[src/rtl/uart_frame_assembler.sv]
// Collects operand A, operand B and opcode nibbles into one frame with valid/ready handoff.
// Optional OPCODE_CHECK_EN rejects opcodes >= NUM_OPS.
module uart_frame_assembler #(
   parameter int TIMEOUT_CLKS = 5000000,
   parameter int TO_W         = 23,
   parameter int NUM_OPS      = 10
) (
   input  logic       clk,
   input  logic       reset,
   input  logic [3:0] nib_in,
   input  logic       nib_valid,
   output logic [3:0] op_a,
   output logic [3:0] op_b,
   output logic [3:0] opcode,
   output logic       frame_valid,
   input  logic       frame_ready,
   output logic       busy,
   output logic       err_timeout,
   output logic       err_overrun,
   output logic       err_opcode
);

   typedef enum logic [1:0] {
      WAIT_A  = 2'd0,
      WAIT_B  = 2'd1,
      WAIT_OP = 2'd2,
      HOLD    = 2'd3
   } state_t;

   localparam logic [TO_W-1:0] CNT_LAST  = TO_W'(TIMEOUT_CLKS - 1);
   localparam logic [4:0]      NUM_OPS_L = 5'(NUM_OPS);
`ifdef OPCODE_CHECK_EN
   localparam logic OPCHK = 1'b1;
`else
   localparam logic OPCHK = 1'b0;
`endif

   state_t          state_r;
   logic [3:0]      stage_a_r;
   logic [3:0]      stage_b_r;
   logic [TO_W-1:0] cnt_r;
   logic            bad_op_s;

   // Opcode legality; constant false when the check is not built in.
   assign bad_op_s = OPCHK & ({1'b0, nib_in} >= NUM_OPS_L);

   // Frame assembly FSM with registered outputs and error pulses.
   always_ff @(posedge clk or negedge reset) begin
      if (!reset) begin
         state_r     <= WAIT_A;
         stage_a_r   <= 4'd0;
         stage_b_r   <= 4'd0;
         cnt_r       <= {TO_W{1'b0}};
         op_a        <= 4'd0;
         op_b        <= 4'd0;
         opcode      <= 4'd0;
         frame_valid <= 1'b0;
         busy        <= 1'b0;
         err_timeout <= 1'b0;
         err_overrun <= 1'b0;
         err_opcode  <= 1'b0;
      end else begin
         err_timeout <= 1'b0;
         err_overrun <= 1'b0;
         err_opcode  <= 1'b0;
         case (state_r)
            WAIT_A: begin
               if (nib_valid) begin
                  stage_a_r <= nib_in;
                  cnt_r     <= {TO_W{1'b0}};
                  busy      <= 1'b1;
                  state_r   <= WAIT_B;
               end else begin
                  state_r <= WAIT_A;
               end
            end
            WAIT_B, WAIT_OP: begin
               if (nib_valid) begin
                  cnt_r <= {TO_W{1'b0}};
                  if (state_r == WAIT_B) begin
                     stage_b_r <= nib_in;
                     state_r   <= WAIT_OP;
                  end else if (bad_op_s) begin
                     err_opcode <= 1'b1;
                     busy       <= 1'b0;
                     state_r    <= WAIT_A;
                  end else begin
                     op_a        <= stage_a_r;
                     op_b        <= stage_b_r;
                     opcode      <= nib_in;
                     frame_valid <= 1'b1;
                     busy        <= 1'b0;
                     state_r     <= HOLD;
                  end
               end else if (cnt_r == CNT_LAST) begin
                  // Inter-nibble gap too long: drop the partial frame to stay aligned.
                  stage_a_r   <= 4'd0;
                  stage_b_r   <= 4'd0;
                  cnt_r       <= {TO_W{1'b0}};
                  err_timeout <= 1'b1;
                  busy        <= 1'b0;
                  state_r     <= WAIT_A;
               end else begin
                  cnt_r <= cnt_r + TO_W'(1);
               end
            end
            HOLD: begin
               if (frame_ready) begin
                  frame_valid <= 1'b0;
                  if (nib_valid) begin
                     stage_a_r <= nib_in;
                     cnt_r     <= {TO_W{1'b0}};
                     busy      <= 1'b1;
                     state_r   <= WAIT_B;
                  end else begin
                     state_r <= WAIT_A;
                  end
               end else if (nib_valid) begin
                  err_overrun <= 1'b1;
               end else begin
                  state_r <= HOLD;
               end
            end
            default: begin
               frame_valid <= 1'b0;
               busy        <= 1'b0;
               state_r     <= WAIT_A;
            end
         endcase
      end
   end

endmodule

[config.mk]
export PLATFORM = sky130hd
export DESIGN_NAME = uart_frame_assembler
export DESIGN_NICKNAME = d
export VERILOG_FILES = /design/src/rtl/uart_frame_assembler.sv
export SDC_FILE = /design/constraint.sdc
export NUM_CORES = 1
export LEC_CHECK = 0
export ABC_AREA = 1
export CAP_MARGIN = 10
export CORE_MARGIN = 2
export CORE_UTILIZATION = 52
export DETAILED_ROUTE_END_ITERATION = 6
export PLACE_DENSITY = 0.86
export SLEW_MARGIN = 20
export SYNTH_ARGS = -nofsm -noshare
export SYNTH_HDL_FRONTEND = slang
export SYNTH_SLANG_ARGS = --single-unit
[constraint.sdc]
create_clock -name clk -period 1.45 [get_ports clk]
set_input_delay 0.2175 -clock clk [delete_from_list [all_inputs] [get_ports clk]]
set_output_delay 0.2175 -clock clk [all_outputs]
set_load 0.01 [all_outputs]
* Word-level counts from Yosys, hierarchy flattened
Cells that the tools add are included.
** Storage, ports and cells
- Flip-flop bits (word level) :: 49
- Input bits :: 8
** Cells by class
- Add/subtract/negate cells :: 1
- Reduce and logical (&&, ||, !) cells :: 10
- Bitwise gates (word level) :: 1
- Equal/unequal tests :: 13
- Mux-type cells :: 35
** Operators with widths (number)
- $mux 23 :: 4
- $pmux 23 s3 :: 1
- $mux 4 :: 6
- $add 23x1->23 const B :: 1
- $eq 23x23->1 const B :: 1
- $mux 1 :: 16
- $pmux 4 s3 :: 1
- $reduce_and 3->1 :: 4
- $ne 2x2->1 const B :: 5
- $ne 3x3->1 const B :: 3
- $mux 2 :: 4
- $pmux 2 s3 :: 1
- $eq 2x2->1 const B :: 2
- $reduce_and 4->1 :: 1
- $reduce_bool 2->1 :: 2
- $pmux 1 s3 :: 1
- $eq 2x1->1 const B :: 1
- $logic_not 2->1 :: 1
- $ne 2x1->1 const B :: 1
- $pmux 1 s2 :: 1
- $reduce_and 2->1 :: 1
- $reduce_or 2->1 :: 1
- $not 1->1 :: 1

* Logic depth before layout (Yosys ltp)
Gate-level depths: netlist of the first run.
- Depth in word-level cells :: 4
- Mapped depth :: 10

* Least setup slack after synthesis of the first run
Ideal clock, no wire load.
- Path type :: register to register
- Start :: register state_r[0]
- End :: register cnt_r[12]
- Path slack :: -127 ps
- Period minus slack after synthesis :: 1577 ps
- Library setup time :: 119 ps
- Path buffers :: 0
- Data arrival time :: 1458 ps
- Stages on the path, launching flop included :: 10
- Cell sequence :: dfrtp_1 inv_1 ha_1 o21ai_2 nor2_1 nand2_1 nor2_1 nand3_1 nand2_1 nor2_1
** On the way
- Cells in the longest elaborated chain, start to end :: 3
** RTL lines
- start: declaration :: RTL line 38 : state_t state_r;
- start signal: assignment :: RTL line 50 : state_r <= WAIT_A;
- start signal: assignment :: RTL line 72 : state_r <= WAIT_B;
- start signal: assignment :: RTL line 74 : state_r <= WAIT_A;
- $eq 2x1->1 or $eq 2x2->1 (tied branches) :: RTL line 66 : case (state_r)
- $reduce_or 2->1 :: RTL line 66
- $pmux 23 s3 :: RTL line 66
- end signal: assignment :: RTL line 70 : cnt_r <= {TO_W{1'b0}};
- end signal: assignment :: RTL line 79 : cnt_r <= {TO_W{1'b0}};
- end signal: assignment :: RTL line 99 : cnt_r <= {TO_W{1'b0}};
- end: declaration :: RTL line 41 : logic [TO_W-1:0] cnt_r;
Parallel ways exist; a longest one is shown, timed or not.
A chain may end at the register's enable or synchronous reset.

* Final worst setup path of the first run
- Start :: register state_r[1]
- End :: register op_a[0]
** On the way
- Cells in the longest elaborated chain, start to end :: 3
** RTL lines
- $eq 2x1->1 or $eq 2x2->1 (tied branches) :: RTL line 66, 80
- $reduce_or 2->1 or $not 1->1 (tied branches)
- $reduce_and 3->1 (no source line) (*)
- end signal: assignment :: RTL line 88 : op_a <= stage_a_r;
- end: declaration :: RTL line 12 : output logic [3:0] op_a,
Mark *: on every way between the ends. The rest lies on a longest branch, timed or not.

==> results of run 1 <==
[layer usage]
metal,GRT usage (%),part of all wire [%]
met1,27.9,38
met2,43.8,56
met3,3.32,4.1
met4,9.82,2.2
met5,0,0
[power by group]
part,switching (mW),leakage (nW),internal (mW)
Clock,0.475,0.0574,0.561
Combinational,1.75,1.24,1.58
Sequential,0.238,0.651,1.68
Total,2.47,1.95,3.82
[state kept, by name, summed over array words and instances, names as in the netlist]
| register | cells |
|---|---|
| opcode | 4 |
| busy | 1 |
| stage_a_r | 4 |
| err_timeout | 1 |
| op_a | 4 |
| stage_b_r | 4 |
| cnt_r | 23 |
| frame_valid | 1 |
| op_b | 4 |
| err_overrun | 1 |
| state_r | 2 |
[cells in the final DEF (no fill, tap or decap), drive strengths merged, types with 6 or more instances in the layout]
master | synthesis | final
inv | 37 | 37
dlymetal6s2s | 0 | 10
nand2 | 142 | 142
nand4 | 6 | 6
buf | 4 | 49
clkdlybuf4s50 | 0 | 11
dfrtp | 49 | 49
nand3 | 26 | 26
o21ai | 17 | 17
nor2 | 61 | 61
clkbuf | 1 | 7
[cell families (layout without fill, tap and decap cells)]
| group | after synthesis | after routing | synth area share [%] |
|---|---|---|---|
| AO/OA/AOI/OAI | 26 | 26 | 5.45 |
| XOR/XNOR | 7 | 7 | 2.24 |
| adder cells (fa/ha/maj) | 4 | 4 | 1.83 |
| buffers and inverters | 42 | 118 | 6.14 |
| flip-flops | 49 | 49 | 44.9 |
| other | 1 | 1 | 0.137 |
| AND/OR/NAND/NOR | 241 | 241 | 39.3 |
[Yosys cell counts (2+ instances only)]
cell type | n | area (µm²)
sky130_fd_sc_hd__nand2_1 | 136 | 510
sky130_fd_sc_hd__nand3_1 | 23 | 115
sky130_fd_sc_hd__a21oi_1 | 4 | 20.0
sky130_fd_sc_hd__o21ai_1 | 7 | 35.0
sky130_fd_sc_hd__nand4_1 | 6 | 37.5
sky130_fd_sc_hd__nor2_1 | 53 | 199
sky130_fd_sc_hd__nor3_1 | 3 | 15.0
sky130_fd_sc_hd__nor2_2 | 4 | 25.0
sky130_fd_sc_hd__ha_1 | 4 | 50.1
sky130_fd_sc_hd__nand2_4 | 3 | 33.8
sky130_fd_sc_hd__nand3_2 | 2 | 20.0
sky130_fd_sc_hd__o21ai_0 | 9 | 45.0
sky130_fd_sc_hd__inv_2 | 3 | 11.3
sky130_fd_sc_hd__inv_1 | 33 | 124
sky130_fd_sc_hd__buf_2 | 3 | 15.0
sky130_fd_sc_hd__nand2_2 | 3 | 18.8
sky130_fd_sc_hd__xnor2_1 | 3 | 26.3
sky130_fd_sc_hd__xor2_1 | 4 | 35.0
sky130_fd_sc_hd__nor2_4 | 4 | 45.0
sky130_fd_sc_hd__dfrtp_1 | 49 | 1230
[worst paths after layout]
kind                                          start                     to  cells past startpoint  slack [ns]
min                                           reset    op_a[0]$_DFFE_PN0P_                      3        0.41
max                          state_r[1]$_DFFE_PN0P_    op_a[0]$_DFFE_PN0P_                     11       -0.23
min in group clk           stage_b_r[2]$_DFFE_PN0P_    op_b[2]$_DFFE_PN0P_                      2        0.48
min reg2reg                stage_b_r[2]$_DFFE_PN0P_    op_b[2]$_DFFE_PN0P_                      2        0.48
max in group asynchronous                     reset  cnt_r[11]$_DFFE_PN0P_                      3        0.79
max reg2reg                  state_r[1]$_DFFE_PN0P_    op_a[0]$_DFFE_PN0P_                     11       -0.23
[tightest hold or removal path, stage by stage]
cell and delay (ns):
sky130_fd_sc_hd__dlygate4sd3_1 0.52, sky130_fd_sc_hd__buf_2 0.12, sky130_fd_sc_hd__buf_12 0.25
[repair_timing]
| item | 4_1_cts | 5_1_grt |
|---|---|---|
| gates cloned | 0 | 1 |
| endpoints found under the setup margin | 42 | 56 |
| pin swaps | 10 | 24 |
| hold buffers | 1 | 0 |
| resized for setup | 26 | 83 |
| hold endpoints to repair | 49 | 0 |
| buffers inserted | 6 | 9 |
[metrics by stage]
step | setup WS (ns) | hold slack [ns]
2_1_floorplan | -0.00319 | -0.0781
3_3_place_gp | -0.134 | 0.219
3_5_place_dp | -0.225 | 0.225
4_1_cts | -0.101 | 0.433
5_1_grt | -0.315 | 0.446
6_report | -0.225 | 0.409
[layout make-up]
| class | instances | area [µm²] |
|---|---|---|
| Clock inverter | 2 | 37.5 |
| Tap cell | 70 | 87.6 |
| Fill cell | 339 | 1120 |
| Timing Repair Buffer | 73 | 717 |
| Multi-Input combinational cell | 279 | 1640 |
| Clock buffer | 6 | 82.6 |
| Sequential cell | 49 | 1230 |
| Inverter | 37 | 161 |
==> run summary, run 1 <==
Among all flip-flop cells after synthesis, the most frequent one is sky130_fd_sc_hd__dfrtp_1. The tools report the number of standard cells in the final layout excluding fillers as 516. Most numerous cell on the critical path: sky130_fd_sc_hd__buf_12.

For this run, design rule violations remaining after detail routing come to 0. Buffers inserted during clock tree synthesis total 5. In this run, synthesis inferred 0 flip-flops with an integrated enable.

The logs give 491 for the cell count after placement and 457 for the count of nets after finishing. CTS built an H-tree with a depth of 2. The count of antenna-violating nets left after detailed routing was 0.

The fraction of final layout cells sized beyond drive strength 1 works out to 33.2%. The clock passes through at most 2 buffers. Entering global routing, the biggest net connects 50 pins. In this run the worst path has a maximum fanout of 8.

The global-route wire length before repair is 11300 µm, and the mean instance size in the synthesized netlist is 7.38 µm². The final routed wirelength across all metal layers came out at 7840 µm. After synthesis the netlist holds a flip-flop and latch count of 49. The run gives 25 as the number of top-level pins. Synthesis instantiated 34 different standard cells from the library. Dividing the detail-routed via count by the number of cells gives 5.33. The initial utilization of the core area, before any placement, comes to 53.8%. The first detailed-routing pass ran for 4 iterations.

The HPWL after detailed placement is 4760 µm. STA puts the critical path data arrival time at 1.92 ns. Clock-pin slew was measured on the worst setup and hold paths at 0.10 ns. STA puts the critical path data required time at 1.70 ns. After synthesis the cells add up to 0.00273 mm².

Setup repair after global routing could not meet its margin everywhere. The via count came out at 2751. The combined buffer and inverter count along the critical path is 6. The flow ran to the end, but the final reports show violations. The later pin in the worst-skew pair is clocked with a latency of 0.31 ns. After the first detailed-routing iteration, the DRC count stood at 158. The worst setup path is captured at a register. Setup violations remaining at the end of the flow were counted as 48. The slowest cell on the critical path is sky130_fd_sc_hd__dfrtp_1.

In this run the static leakage power is 1.95 nW. The worst setup path is of the reg -> reg kind. The total inserted antenna cells was 0. Overall overflow remaining after global route: 0. The worst path setup slack after routing came out at -0.225 ns.

The tools report the sequential fraction of the synthesis area as 44.9%. Routability-driven placement finished with a final weighted congestion of 0.929. The logs give 0.00585 mm² for the area of the die and 0.0112 ns for the final setup skew. The largest stage delay on the critical path is 0.42 ns, and the number of global-route vias before repair is 2556. TritonCTS built the clock tree. The cell row count is 26, and the total global-route track usage is 23.9%. The startpoint type of the worst setup path is a register. The final critical path takes up 116% of the cycle. The checks that failed: negative setup slack.

The die is 76.5 µm wide. The tools report the final-report max-slew violation count as 0. The count of endpoints failing hold in the final timing report is 0, and the number of instances in the synthesized netlist is 370.

Relative to the synthesized area, the layout overhead comes to 44.8%. The path class of the tightest hold or removal check is in -> async. After routing the design area is 0.00396 mm². The core region is 0.00507 mm². In this run the power density over the cells is 1590 mW/mm². The sum of internal, switching and leakage power is 6.29 mW. The count of max-cap constraint violations was 0; the fmax was 0.597 GHz.

Dividing the detail-routed wire length by the instance count gives 15.2 µm. Clock period minus worst slack: 1.68 ns. The run gives 0.00333 mm² as the standard cell area after detailed placement. The family with the most delay on the worst path was buffers and inverters. From bottom edge to top edge, the die measures 76.5 µm. The tools report the number of nets produced by synthesis as 382. VDD sags by at most 1.04 mV.

For this design, the sink count on the clock tree is 49. The critical path goes through inv_2, ha_4, buf_12, inv_8, buf_12, nor2_4, nand2_4, inv_4, buf_6, nand2_2, nand2_1. Setup total negative slack on the finished layout was measured at -7.20 ns. Post-layout utilization of the core: 78.0%.

Of all flip-flops after synthesis, the portion carrying an async set or reset was 100%. During placement, the flow inserted port buffers numbering 23. Yosys printed 0 warnings.

The master cell of the clock root buffer is sky130_fd_sc_hd__clkbuf_8. The initial antenna violation count is 0.
(Power assumes the default switching activity.)
==> inputs of run 2 (changes only) <==
Settings changed: CORE_UTILIZATION 52 to 57, PLACE_DENSITY 0.86 to 0.89.
Clock period 1.45 ns to 1.6 ns, I/O delays scaled along.
==> run 2 against run 1 <==
Net effect:
- die area shrank 8.3%
- critical endpoint is now cnt_r[13]$_DFFE_PN0P_
- worst setup slack better by 0.17 ns
- largest cell class unchanged
- largest power group unchanged
- cell count fell by 6.8%
- the flow still finishes with violations (negative setup slack)
- via count fell by 6.0%
- clock-buffer cell count down 1
- utilization decreased by 4.4 points
==> run summary, run 2 (synthesized netlist as in run 1, its figures left out) <==
For the cell-internal power, the log shows 2.90 mW (-24%). Number of fillers in the final layout: 338 (-0.29%). The count of cells along the worst register-to-register path works out to 8 (-3).

TritonCTS built the clock tree. The peak ir drop on the vdd network is 0.647 mV (-38%). CTS placed an instance of sky130_fd_sc_hd__clkbuf_8 at the clock tree root.

The run gives 10500 µm (-6.8%) as the global-route wire length before repair. The run gives 49 (unchanged) as the total clock sinks. The initial antenna violation count was 0 (unchanged); the number of global-route vias before repair was 2439 (-4.6%). The tools report the fmax as 0.605 GHz (+1.4%). The sequential power share is 36.6% (+6.2 points). The count of antenna-violating nets left after detailed routing came out at 0 (unchanged). Grouping stages by cell kind, the critical path spends the most delay in flip-flops.

Final weighted congestion in routability-driven placement: 0.997 (+7.2%). The most numerous cell on the critical path is sky130_fd_sc_hd__inv_2. The number of clock buffers inserted by TritonCTS came out at 5 (unchanged). The maximum number of pins on one net before global-route repair is 28 (-44%), and the final routed wirelength across all metal layers is 6410 µm (-18%). The endpoint identified for the worst register-to-register timing path is cnt_r[13]$_DFFE_PN0P_. The power density over cell area came out at 1340 mW/mm² (-16%).

The logs give 25 (unchanged) for the number of top-level pins and 0 (unchanged) for the total inserted antenna cells. Counting flops per register, the top entry is cnt_r. For the maximum level of the CTS H-tree, the log shows 2 (unchanged). The checks that failed: negative setup slack.

The overall overflow remaining after global route was 0 (unchanged); the number of violations reported at the end of detailed-routing iteration 0 was 205 (+30%). Required time at the worst-slack endpoint: 1.83 ns (+0.13 ns). Type of the worst setup path: reg -> reg. The final setup TNS came out at -0.143 ns (+7.06 ns). The critical path goes through inv_2, ha_4, o21ai_4, inv_2, nand4_1, o21ai_1, nand2_1, nor2_1.

The number of flip-flops in the largest register is 23 (unchanged). The maximum fanout along the worst path is 6 (-2). The most common cell after layout, fill and taps aside is sky130_fd_sc_hd__nand2_1. The number of I/O port buffers is 23 (unchanged), and the die outline height is 73.2 µm (-4.2%).

The first-pass iteration count of the detailed router came out at 5 (+1). The combined buffer and inverter count along the critical path was 2 (-4); the core footprint was 0.00466 mm² (-8.2%). The total global-route track usage came out at 25.2% (+1.4 points).

The post-placement worst setup slack was -0.125 ns (+0.100 ns). The slowest cell on the critical path was sky130_fd_sc_hd__dfrtp_1. The tools report the count of endpoints failing hold in the final timing report as 0 (unchanged). The largest stage delay on the critical path is 0.41 ns (about the same). The count of max-cap constraint violations was 0 (unchanged). Count of nets after finishing: 438 (-4.2%). The switching power of the nets is 1.69 mW (-31%), and the fraction of final layout cells sized beyond drive strength 1 is 19.4% (-14 points). The routed length per placed instance is 13.3 µm (-12%), and the part of the total power dissipated in the clock network is 19.7% (+3.2 points).

The tools report the sum of internal, switching and leakage power as 4.59 mW (-27%). Total leakage power: 1.61 nW (-18%). The run gives 4520 µm (-5.1%) as the half-perimeter wire length after detailed placement. The tools report the data arrival time of the critical path as 1.88 ns (-0.04 ns). The logs give 0.00536 mm² (-8.3%) for the area of the die and 25 (-3.8%) for the cell row count. The tools report the setup violation total in the final timing report as 10 (-79%).

The net switching share of the total power was 36.9% (-2.4 points); the combinational share of power was 43.7% (-9.4 points). The run finished, with violations left. Endpoint kind of the worst setup timing path: a register. The final setup skew was 0.0136 ns (+0.00237 ns); the worst path setup slack after routing was -0.0523 ns (+0.173 ns).

Worst setup slack for register-to-register paths: -0.05 ns (+0.17 ns). The logs give 0 (unchanged) for the final routed DRC violation total and 0 (unchanged) for the final-report max-slew violation count. The per-cell via count in the routed design was 5.38 (+0.84%).

The startpoint type of the worst setup path is a register. The via count was 2586 (-6.0%); the period utilization was 103% (-12 points). The layout overhead on the synthesized area came out at 25.6%. The number of buffers between clock root and the deepest sink is 2 (unchanged). The initial core utilization came out at 58.6% (+4.8 points). Critical register-to-register path startpoint: state_r[0]$_DFFE_PN0P_.

Clock period minus worst slack: 1.65 ns (-0.0230 ns). The clock-pin slew of the registers on the worst-case setup and hold paths works out to 0.10 ns (about the same). Setup repair after global routing could not meet its margin everywhere. For the clock insertion delay at the later pin of the skew report, the log shows 0.31 ns (about the same).

The min-delay analysis places its worst path in the category in -> async. In the layout the commonest cells are sky130_fd_sc_hd__nand2_1, sky130_fd_sc_hd__nor2_1, sky130_fd_sc_hd__dfrtp_1. The width of the chip came out at 73.2 µm (-4.2%).
run 2: cell count changes in the layout (fill, tap and decap cells not counted), moves of 6 or more:
cell | previous run | this run
sky130_fd_sc_hd__buf_4 | 38 | 30
sky130_fd_sc_hd__nand2_2 | 27 | 6
sky130_fd_sc_hd__nor2_1 | 40 | 47
sky130_fd_sc_hd__o21ai_0 | 2 | 8
sky130_fd_sc_hd__nand2_1 | 106 | 133
sky130_fd_sc_hd__dlymetal6s2s_1 | 10 | 0
sky130_fd_sc_hd__clkdlybuf4s50_1 | 11 | 22
sky130_fd_sc_hd__buf_6 | 6 | 0
run 2: worst register-to-register path: stages, from the launching register on:
cell,delay [ns]
sky130_fd_sc_hd__dfrtp_1,0.41
sky130_fd_sc_hd__inv_2,0.06
sky130_fd_sc_hd__ha_4,0.30
sky130_fd_sc_hd__o21ai_4,0.09
sky130_fd_sc_hd__inv_2,0.12
sky130_fd_sc_hd__nand4_1,0.20
sky130_fd_sc_hd__o21ai_1,0.21
sky130_fd_sc_hd__nand2_1,0.08
sky130_fd_sc_hd__nor2_1,0.10
run 2: what timing repair did:
item	in CTS	in global routing
buffers inserted	2	8
pin swaps	2	5
gates cloned	0	0
gates resized for setup	6	20
endpoints found under the hold margin	49	0
endpoints found under the setup margin	16	28
hold buffers	1	0
run 2: how the worst max path moves through the flow:
stage	start	to	slack [ns]	cells after the start
5_1_grt	state_r[0]$_DFFE_PN0P_	cnt_r[13]$_DFFE_PN0P_	-0.18	8
6_report	state_r[0]$_DFFE_PN0P_	cnt_r[13]$_DFFE_PN0P_	-0.05	8
4_1_cts	state_r[0]$_DFFE_PN0P_	cnt_r[11]$_DFFE_PN0P_	0.004	9
2_1_floorplan	state_r[0]$_DFFE_PN0P_	cnt_r[12]$_DFFE_PN0P_	0.02	9
3_3_place_gp	frame_ready	cnt_r[12]$_DFFE_PN0P_	-0.06	10
3_5_place_dp	frame_ready	cnt_r[12]$_DFFE_PN0P_	-0.12	10
run 2: power groups by stage:
stage / registers [mW] / clock network [mW] / logic (mW)
6_report: 1.68 / 0.901 / 2.01
5_1_grt: 1.71 / 0.965 / 2.22
4_1_cts: 1.67 / 0.912 / 1.86
3_5_place_dp: 1.69 / 0 / 1.78
3_3_place_gp: 1.68 / 0 / 1.74
2_1_floorplan: 1.76 / 0 / 0.951
run 2: per-layer routing:
| metal | global-route usage (%) | vias to the layer above | part of all wire, % |
|---|---|---|---|
| li1 | - | 1268 | - |
| met4 | 10.5 | 0 | 2.7 |
| met3 | 5.25 | 21 | 5.5 |
| met5 | 0 | - | 0 |
| met1 | 30.1 | 1202 | 41 |
| met2 | 43.8 | 95 | 51 |
run 2: area by class of cell:
type	count	area, µm²	area share, %
Clock inverter	3	46.3	1.35
Clock buffer	5	68.8	2.01
Multi-Input combinational cell	279	1420	41.3
Sequential cell	49	1230	35.9
Inverter	37	141	4.12
Timing Repair Buffer	54	460	13.4
Tap cell	54	67.6	1.97
run 2: through the flow:
step | cells | util [%] | hold WS (ns) | area (µm²)
2_1_floorplan | 370 | - | -0.0556 | 2730
3_3_place_gp | 462 | 67.5 | 0.245 | 3150
3_5_place_dp | 462 | 67.5 | 0.244 | 3150
4_1_cts | 473 | 71.2 | 0.454 | 3320
5_1_grt | 481 | 73.6 | 0.483 | 3430
6_report | 481 | 73.6 | 0.445 | 3430
==> inputs of run 3 (changes only) <==
--- a/config.mk
+++ b/config.mk
@@ -8,5 +8,5 @@
 export ABC_AREA = 1
 export CAP_MARGIN = 10
-export CORE_MARGIN = 2
+export CORE_MARGIN = 5
 export CORE_UTILIZATION = 57
 export DETAILED_ROUTE_END_ITERATION = 6
==> constraint.sdc (replaced) <==
create_clock -name clk -period 1.6 [get_ports clk]
set_input_delay 0.24 -clock clk [delete_from_list [all_inputs] [get_ports clk]]
set_output_delay 0.24 -clock clk [all_outputs]
set_load 0.05 [all_outputs]
==> run 3 against run 2 <==
Net effect:
- the run now ends clean
- critical path depth unchanged
- total power rose by 19%
- worst hold slack got worse by 0.0018 ns
- sequential share of layout area fell by 1.4 points
- sequential power about the same
- global-route usage is 2.9 points lower
- sequential cell count unchanged
- routed wire length rose by 6.1%
- via count is 0.19% lower
- critical endpoint is now cnt_r[9]$_DFFE_PN0P_
==> run summary, run 3 (synthesized netlist as in run 1, its figures left out) <==
The initial core utilization was 58.2% (-0.39 points); the core footprint was 0.00469 mm² (+0.67%). The final-report max-slew violation count was 0 (unchanged). The via count came out at 2581 (-0.19%).

The tools report the master cell of the clock root buffer as sky130_fd_sc_hd__clkbuf_8. Initial antenna violation count: 0 (unchanged). The total inserted antenna cells came out at 0 (unchanged). Setup repair after global routing could not meet its margin everywhere. The data arrival time of the critical path was 1.84 ns (-0.04 ns). The most critical setup path has its startpoint at state_r[1]$_DFFE_PN0P_. The count of endpoints failing hold in the final timing report is 0 (unchanged), and the die outline height is 79.2 µm (+8.2%).

The count of nets after finishing came out at 440 (+0.46%). Leaving out fill and tap cells, the most frequent cells in the layout are sky130_fd_sc_hd__nand2_1, sky130_fd_sc_hd__dfrtp_1, sky130_fd_sc_hd__nor2_1. The fmax is 0.629 GHz (+3.9%).

For the final setup skew, the log shows 0.0102 ns (-0.00342 ns). The number of top-level pins is 25 (unchanged). The worst setup path is of the reg -> reg kind.

The area of the die is 0.00628 mm² (+17%). Number of global-route vias before repair: 2450 (+0.45%). The worst register-to-register path ends at cnt_r[9]$_DFFE_PN0P_. Number of I/O port buffers: 23 (unchanged). The setup violation total in the final timing report is 0 (-10). For the global-route wire length before repair, the log shows 11000 µm (+5.1%). The tools report the cell row count as 25 (unchanged). The tools report the number of buffers between clock root and the deepest sink as 2 (unchanged). The logs give 2 (unchanged) for the maximum level of the CTS H-tree and 153 (-25%) for the number of violations reported at the end of detailed-routing iteration 0.

The run gives 49 (unchanged) as the total clock sinks. The width of the chip was 79.2 µm (+8.2%). First-pass iteration count of the detailed router: 4 (-1).

The class of the tightest hold or removal check is in -> async. The power density over cell area was 1540 mW/mm² (+15%); the required time at the worst-slack endpoint was 1.85 ns (+0.02 ns). For the post-layout utilization of the core, the log shows 75.8% (+2.2 points).

The per-cell via count in the routed design is 5.34 (-0.61%). Startpoint type of the worst setup path: a register. The endpoint kind of the worst setup timing path is a register. The maximum fanout along the worst path is 6 (unchanged).

The flow ran to the end, and the final reports show no timing, DRC or antenna violations. The overall overflow remaining after global route was 0 (unchanged); the count of cells along the worst register-to-register path was 8 (unchanged). Counting flops per register, the top entry is cnt_r.

The worst setup slack for register-to-register paths is 0.01 ns (+0.06 ns). The count of max-cap constraint violations was 0 (unchanged); the period utilization was 99.4% (-3.9 points). TritonCTS built the clock tree. The routed length per placed instance was 14.1 µm (+5.7%).

The tools report the capture point of the critical path as cnt_r[9]$_DFFE_PN0P_. Count of antenna-violating nets left after detailed routing: 0 (unchanged). The startpoint identified for the worst register-to-register timing path is state_r[1]$_DFFE_PN0P_. The fraction of final layout cells sized beyond drive strength 1 works out to 26.8% (+7.4 points). The clock-pin slew of the registers on the worst-case setup and hold paths works out to 0.09 ns (about the same). Compared with the post-synthesis result, the final layout area differs by 30.1%. The clock period minus worst slack was 1.59 ns (-0.0627 ns); the final-layout worst hold slack was 0.444 ns (-0.00182 ns).

The clock insertion delay at the later pin of the skew report came out at 0.32 ns (about the same). The number of flip-flops in the largest register was 23 (unchanged); the peak ir drop on the vdd network was 0.727 mV (+13%). The number of clock buffers inserted by TritonCTS was 5 (unchanged).

The tools report the half-perimeter wire length after detailed placement as 4760 µm (+5.5%). The final routed wirelength across all metal layers is 6800 µm (+6.1%), and the total global-route track usage is 22.3% (-2.9 points). The final weighted congestion in routability-driven placement is 0.879 (-12%), and the total leakage power is 1.68 nW (+4.8%). Leaving out fill and tap cells, the most frequent cell in the layout is sky130_fd_sc_hd__nand2_1.

The maximum number of pins on one net before global-route repair is 28 (unchanged). For the final routed DRC violation total, the log shows 0 (unchanged).
run 3: changes by cell type in the layout (fill, tap and decap cells not counted), sizes merged:
cell and delta:
buf +18, clkinvlp -1, clkdlybuf4s50 -16, bufinv +1
run 3: cell type report:
class	count	area (µm²)
well taps	54	67.6
flip-flops and latches	49	1230
clock buffers	5	68.8
repair buffers	56	459
inverters	37	156
multi-input cells	279	1510
fillers	330	1140
clock inverters	3	68.8
run 3: what timing repair did:
action	CTS	global route
setup endpoints to repair	18	37
buffers inserted	0	10
hold endpoints to repair	49	0
gates resized for setup	8	45
hold buffers	1	0
pin swaps	2	18
run 3: how the worst min path moves through the flow:
stage                                   to  slack (ns)   from
global placement    state_r[0]$_DFFE_PN0P_        0.24  reset
CTS                  cnt_r[21]$_DFFE_PN0P_        0.45  reset
finish               cnt_r[12]$_DFFE_PN0P_        0.44  reset
floorplan                 busy$_DFFE_PN0P_       -0.06  reset
detailed placement  state_r[0]$_DFFE_PN0P_        0.25  reset
global route         cnt_r[15]$_DFFE_PN0P_        0.47  reset
run 3: power by group:
group	total [mW]	switching, mW	leakage, nW	internal [mW]
combinational	2.69	1.71	0.959	0.978
clock	1.08	0.450	0.0687	0.629
sequential	1.70	0.179	0.655	1.52
total	5.47	2.34	1.68	3.12
run 3: per-layer routing:
| metal | vias up | global-route usage (%) | wire length (µm) |
|---|---|---|---|
| li1 | 1275 | - | - |
| met1 | 1220 | 26.9 | 2670 |
| met2 | 75 | 39.4 | 3640 |
| met3 | 11 | 3.51 | 374 |
| met4 | 0 | 9.11 | 108 |
| met5 | - | 0 | 0 |
run 3: stage by stage:
stage	std cells	TNS, ns	total power, mW	setup WS (ns)	instance area (µm²)
after floorplan	370	0	3.17	0.0231	2730
after global placement	464	-0.245	3.83	-0.0682	3120
after detailed placement	464	-0.736	3.89	-0.117	3120
after CTS	473	0	5.04	0.00201	3300
after global routing	483	-1.66	5.81	-0.124	3550
final	483	0	5.47	0.0104	3550
run 3: critical path, stage by stage, from the launching register on:
cell and delay (ns):
sky130_fd_sc_hd__dfrtp_1 0.41, sky130_fd_sc_hd__inv_2 0.09, sky130_fd_sc_hd__ha_4 0.22, sky130_fd_sc_hd__o21ai_4 0.28, sky130_fd_sc_hd__inv_4 0.09, sky130_fd_sc_hd__nand4_1 0.17, sky130_fd_sc_hd__buf_4 0.15, sky130_fd_sc_hd__nand2_2 0.04
sky130_fd_sc_hd__nor2_2 0.09
